[config.mk]
export PLATFORM = sky130hd
export DESIGN_NAME = serial_frame_rx
export DESIGN_NICKNAME = d
export VERILOG_FILES = /design/src/rtl/serial_frame_rx.sv
export SDC_FILE = /design/constraint.sdc
export NUM_CORES = 1
export LEC_CHECK = 0
export ABC_AREA = 1
export CORE_ASPECT_RATIO = 0.75
export CORE_UTILIZATION = 32
export DETAILED_ROUTE_END_ITERATION = 10
export PLACE_DENSITY = 0.58
export SYNTH_ARGS = -nofsm -noshare
export SYNTH_HDL_FRONTEND = slang
export SYNTH_SLANG_ARGS = --single-unit
[constraint.sdc]
create_clock -name clk -period 3 [get_ports clk]
set_clock_uncertainty 0.05 [all_clocks]
set_input_delay 0.75 -clock clk [delete_from_list [all_inputs] [get_ports clk]]
set_output_delay 0.75 -clock clk [all_outputs]
set_load 0.01 [all_outputs]
[src/rtl/serial_frame_rx.sv]
`timescale 1ns / 1ps
// Oversampling receiver for the injector's serial link: synchronizes ser_clk/ser_data, samples on
// the synchronized falling edge and deserializes LSB-first frames into a one-entry output register.
module serial_frame_rx #(
  parameter int unsigned FRAME_BITS   = 24,
  parameter int unsigned SYNC_STAGES  = 2,
  parameter int unsigned IDLE_TIMEOUT = 256,
  localparam int unsigned CntW        = $clog2(FRAME_BITS + 1),
  localparam int unsigned IdleW       = $clog2(IDLE_TIMEOUT + 1)
) (
  input  logic                  clk,
  input  logic                  reset,
  input  logic                  ser_clk,
  input  logic                  ser_data,
  output logic [FRAME_BITS-1:0] frame_data,
  output logic                  frame_valid,
  input  logic                  frame_ready,
  output logic                  frame_err,
  output logic                  overflow,
  input  logic                  ovf_clr,
  output logic [CntW-1:0]       bit_cnt
);

  typedef enum logic {StIdle, StRecv} state_e;

  state_e                 state_q, state_d;
  logic [SYNC_STAGES-1:0] clk_sync_q, clk_sync_d;
  logic [SYNC_STAGES-1:0] data_sync_q, data_sync_d;
  logic                   clk_prev_q, clk_prev_d;
  logic [FRAME_BITS-1:0]  shift_q, shift_d;
  logic [CntW-1:0]        bit_cnt_q, bit_cnt_d;
  logic [IdleW-1:0]       idle_q, idle_d;
  logic [FRAME_BITS-1:0]  frame_data_q, frame_data_d;
  logic                   frame_valid_q, frame_valid_d;
  logic                   frame_err_q, frame_err_d;
  logic                   overflow_q, overflow_d;

  logic                  clk_s, data_s, sample, push, ovf_set;
  logic [FRAME_BITS-1:0] shifted;

  always_comb begin
    // Both lines share the same synchronizer depth so data stays aligned with its clock.
    clk_sync_d  = {clk_sync_q[SYNC_STAGES-2:0], ser_clk};
    data_sync_d = {data_sync_q[SYNC_STAGES-2:0], ser_data};
    clk_s       = clk_sync_q[SYNC_STAGES-1];
    data_s      = data_sync_q[SYNC_STAGES-1];
    clk_prev_d  = clk_s;
    sample      = clk_prev_q & ~clk_s;
    shifted     = {data_s, shift_q[FRAME_BITS-1:1]};

    state_d     = state_q;
    shift_d     = shift_q;
    bit_cnt_d   = bit_cnt_q;
    idle_d      = idle_q;
    frame_err_d = 1'b0;
    push        = 1'b0;

    unique case (state_q)
      StIdle: begin
        idle_d = '0;
        if (sample) begin
          shift_d   = shifted;
          bit_cnt_d = CntW'(1);
          state_d   = StRecv;
        end
      end
      StRecv: begin
        if (sample) begin
          idle_d  = '0;
          shift_d = shifted;
          if (bit_cnt_q == CntW'(FRAME_BITS - 1)) begin
            push      = 1'b1;
            bit_cnt_d = '0;
            state_d   = StIdle;
          end else begin
            bit_cnt_d = bit_cnt_q + CntW'(1);
          end
        end else if (idle_q == IdleW'(IDLE_TIMEOUT - 1)) begin
          // Link went quiet mid-frame: drop the partial word.
          frame_err_d = 1'b1;
          bit_cnt_d   = '0;
          shift_d     = '0;
          idle_d      = '0;
          state_d     = StIdle;
        end else begin
          idle_d = idle_q + IdleW'(1);
        end
      end
    endcase

    frame_data_d  = frame_data_q;
    frame_valid_d = frame_valid_q;
    ovf_set       = 1'b0;
    if (push) begin
      if (!frame_valid_q || frame_ready) begin
        frame_data_d  = shifted;
        frame_valid_d = 1'b1;
      end else begin
        ovf_set = 1'b1;
      end
    end else if (frame_valid_q && frame_ready) begin
      frame_valid_d = 1'b0;
    end
    overflow_d = ovf_set | (overflow_q & ~ovf_clr);
  end

  always_ff @(posedge clk or negedge reset) begin
    if (!reset) begin
      state_q       <= StIdle;
      clk_sync_q    <= '0;
      data_sync_q   <= '0;
      clk_prev_q    <= 1'b0;
      shift_q       <= '0;
      bit_cnt_q     <= '0;
      idle_q        <= '0;
      frame_data_q  <= '0;
      frame_valid_q <= 1'b0;
      frame_err_q   <= 1'b0;
      overflow_q    <= 1'b0;
    end else begin
      state_q       <= state_d;
      clk_sync_q    <= clk_sync_d;
      data_sync_q   <= data_sync_d;
      clk_prev_q    <= clk_prev_d;
      shift_q       <= shift_d;
      bit_cnt_q     <= bit_cnt_d;
      idle_q        <= idle_d;
      frame_data_q  <= frame_data_d;
      frame_valid_q <= frame_valid_d;
      frame_err_q   <= frame_err_d;
      overflow_q    <= overflow_d;
    end
  end

  assign frame_data  = frame_data_q;
  assign frame_valid = frame_valid_q;
  assign frame_err   = frame_err_q;
  assign overflow    = overflow_q;
  assign bit_cnt     = bit_cnt_q;

endmodule

Word level (Yosys, flattened, before mapping)
Cells that the tools add are included.
{"block": "op_classes", "eq_ne": 5, "addsub": 2, "reduce_logical": 7, "bitwise": 6, "mux": 28}
{"op": "$mux 24", "n": 3}
{"op": "$pmux 24 s2", "n": 1}
{"op": "$mux 5", "n": 4}
{"op": "$mux 9", "n": 2}
{"op": "$pmux 9 s2", "n": 1}
{"op": "$mux 1", "n": 15}
{"op": "$pmux 5 s2", "n": 1}
{"op": "$add 9x1->9 const B", "n": 1}
{"op": "$eq 9x8->1 const B", "n": 1}
{"op": "$reduce_and 2->1", "n": 3}
{"op": "$add 5x1->5 const B", "n": 1}
{"op": "$eq 5x5->1 const B", "n": 1}
{"op": "$ne 3x1->1 const B", "n": 1}
{"op": "$not 1->1", "n": 3}
{"op": "$and 1x1->1", "n": 2}
{"op": "$ne 2x1->1 const B", "n": 1}
{"op": "$ne 2x2->1 const B", "n": 1}
{"op": "$pmux 1 s2", "n": 1}
{"op": "$reduce_bool 2->1", "n": 1}
{"op": "$logic_and 1x1->1", "n": 1}
{"op": "$logic_not 1->1", "n": 1}
{"op": "$logic_or 1x1->1", "n": 1}
{"op": "$or 1x1->1", "n": 1}
{"block": "word_totals", "inputBits": 6, "elab_cells": 59, "ff_bits": 71}

Depth between registers and ports, before layout
{"block": "logic_depth", "depth_word": 6, "depth_mapped": 8, "mapped_depth_nobuf": 7}

Least setup slack after synthesis
OpenSTA, ideal clock, no wires.
{"block": "synth_timing", "path_kind": "in2reg", "from": "in frame_ready", "to": "reg frame_data_q[11], in the netlist frame_data[11]", "arrival_time_ns": 1.344, "cell_stages": 7, "setup_time_ns": 0.116, "slack_ns": 1.490, "cell_sequence": "nor2_1 inv_1 nand3_4 clkinv_2 buf_6 nand2_1 nand2_1"}
{"block": "synth_between", "elab_chain_cells": 2}
{"element": "start: declaration", "line_no": "17", "text": "input logic frame_ready,"}
{"element": "$logic_or 1x1->1", "line_no": "95", "text": "if (!frame_valid_q || frame_ready) begin"}
{"element": "$reduce_and 2->1 (no line)"}
{"element": "end signal: assignment", "line_no": "128", "text": "frame_data_q <= frame_data_d;"}
{"element": "end: declaration", "line_no": "33", "text": "logic [FRAME_BITS-1:0] frame_data_q, frame_data_d;"}
Every way passes these cells.
A chain may end at the register's enable or synchronous reset.

Final worst setup path
{"block": "layout_timing", "from": "reg bit_cnt_q[3], in the netlist bit_cnt[3]", "to": "out bit_cnt[3]"}
{"element": "start: declaration", "line_no": "31", "text": "logic [CntW-1:0] bit_cnt_q, bit_cnt_d;"}
{"element": "start signal: assignment", "line_no": "126", "text": "bit_cnt_q <= bit_cnt_d;"}
{"element": "end: declaration", "line_no": "21", "text": "output logic [CntW-1:0] bit_cnt"}
No word-level cell between the ends.

==> results_dict.tcl <==
set metrics [dict create \
    area_delta_synth_final_pct 26.83 \
    core_um2 8563 \
    die_w_um 111.1 \
    die_h_um 83.86 \
    layout_commonest_cell "nand2_1" \
    violations "design-rule violations" \
    syn_nets 320 \
    syn_inst 312 \
    pwr_density_cell_nw_per_um2 641.8 \
    wl_mm 5.747 \
    final-setup-viol-count 0 \
    via_count 2113 \
    finalHoldViolations 0 \
    path_buf_inv 1 \
    clockBufferDepth 2 \
    ys_warn_count 0 \
    maxCapViolCount 0 \
    cts_tree "built" \
    status "finished with violations" \
    row_count 29 \
    ys_seq_area_share_pct 61.27 \
    portBuffers 37 \
    dr.pass1.iters 7 \
    overflow 0 \
    place_hpwl_mm 3.570 \
    n_fill_cell 828 \
    slew_viol_final 0 \
    avgViaCountPerCell 4.554 \
    final_cells 464 \
    grt_antenna_before_repair 0 \
    synth-seq-cells 70 \
    arrival_ns 1.36 \
    drt_iter0_drc 100 \
    tightest_slew_ns 0.6082 \
    required_ns 2.20 \
    grt_pass1_wl_mm 9.998 \
    rsz0062_at_grt "no" \
    initial_core_util_pct 33.39 \
    crit_chain "clkdlybuf4s50_1" \
    leakage_nw 1.854 \
    root_buffer "clkbuf_16" \
    cts_buffers 9 \
    h-tree-depth 3 \
    ys_types 26 \
    cp_max_fo 5 \
    post_cts.repair.setup_buffers 0 \
    grtUsageTotal_pct 13.62 \
    grt_max_degree 71 \
    n_antenna_cell 0 \
    fin_nets 359 \
    ir_drop_uv 358.5 \
    setup_tns_ns 0 \
    routabilityCongestion 0.7434 \
    drc 6 \
    min_path_type "reg2reg" \
    maxSlewHeadroom_pct 59.35 \
    fmax_mhz 463.4 \
    start_kind "flop" \
    period_needed_ns 2.158 \
    most-common-layout-cells "142 x nand2_1, 70 x dfrtp_1, 38 x nand3_1" \
    dieArea_um2 9321 \
    hold_buffers 0 \
    clock-sinks 70 \
    slowest_stage "clkdlybuf4s50_1" \
    wire_per_inst_um 12.39 \
    io_pins 38 \
    period_share_pct 71.94 \
    cts_resized 0 \
    synth.avg_cell_area_um2 9.163 \
    syn-cell-area_um2 2859 \
    layout-drive-gt1-share_pct 7.865 \
    criticalPathCategory "reg2out" \
    clkTransAtPathRegs_ns 0.06 \
    slowest_delay_ns 0.59 \
    grt_pass1_vias 2059 \
    path_delay_family "buffers and inverters" \
    clkLatencyLatePin_ns 0.32 \
    cp-end-kind "output pin" \
    ant_nets 0 \
    dp_cells 448 \
]
==> Yosys cell counts, drive strengths merged <==
cell type	count	area (um2)
nand2	142	533.0
dfrtp	70	1752
nand3	40	217.7
nor2	19	96.34
inv	15	56.31
buf	9	70.06
nand4	3	33.78
clkbuf	2	7.510
ha	2	25.02
a211oi	1	7.510
a21oi	1	5.000
clkinv	1	5.000
nor3	1	5.000
o211ai	1	7.510
o21bai	1	7.510
o22ai	1	6.260
or2	1	6.260
xnor2	1	8.760
xor2	1	8.760
==> layer usage <==
layer  track usage [%]  wire, um
met5                 0         0
met4             5.528        51
met3             4.575       251
met2             19.67      2468
met1             18.75      2976
==> kinds of logic (layout without fill, tap and decap cells) <==
logic type | Yosys count | after routing | share of synthesized area, %
simple gates | 206 | 206 | 31.20
flops | 70 | 70 | 61.27
buf+inv | 27 | 71 | 4.858
compound gates | 5 | 5 | 1.182
fa+ha+maj | 2 | 2 | 0.8751
xor+xnor | 2 | 2 | 0.6128
==> sequential cells by signal, indices dropped and copies added, names as in the netlist <==
register and count:
bit_cnt 5, clk_prev_q 1, clk_sync_q 2, data_sync_q 2, frame_data 24, frame_err 1
frame_valid 1, idle_q 9, overflow 1, shift_q 23, state_q 1
==> through the flow <==
stage,setup WS [ns],util [%],hold slack [ns],cell area (um2),power [mW]
floorplan,1.490,-,0.2812,2859,1.150
global placement,0.5973,38.65,0.2842,3309,1.223
detailed placement,0.6001,38.65,0.2958,3309,1.228
CTS,0.8222,42.34,0.3073,3626,2.353
global route,0.6767,42.34,0.3131,3626,2.431
finish,0.8418,42.34,0.3108,3626,2.327
==> cell type report <==
cell class	count	area, um2	share of cell area [%]
inverters	16	61.31	1.691
clock buffers	12	246.5	6.798
clock inverters	4	70.07	1.932
flip-flops and latches	70	1752	48.31
well taps	108	135.1	3.727
repair buffers	39	392.9	10.84
multi-input cells	215	968.4	26.71
==> worst paths after layout <==
kind                       slack, ns  cells past startpoint            from             end
min in group asynchronous       0.37                      2           reset  frame_data[16]
max in group asynchronous       2.19                      2           reset        overflow
min                             0.31                      0  data_sync_q[0]  data_sync_q[1]
max                             0.84                      1      bit_cnt[3]      bit_cnt[3]
max reg2reg                     0.93                      7   clk_sync_q[1]   frame_data[2]
min reg2reg                     0.31                      0  data_sync_q[0]  data_sync_q[1]
==> report_power, final <==
part	total [mW]	leakage (nW)	internal (mW)	switching, mW
Sequential	1.06	0.950	1.01	0.0571
Clock	1.12	0.157	0.748	0.370
Combinational	0.147	0.748	0.0623	0.0848
Total	2.33	1.85	1.82	0.512
Note: power is estimated with default switching activity, not from simulation.
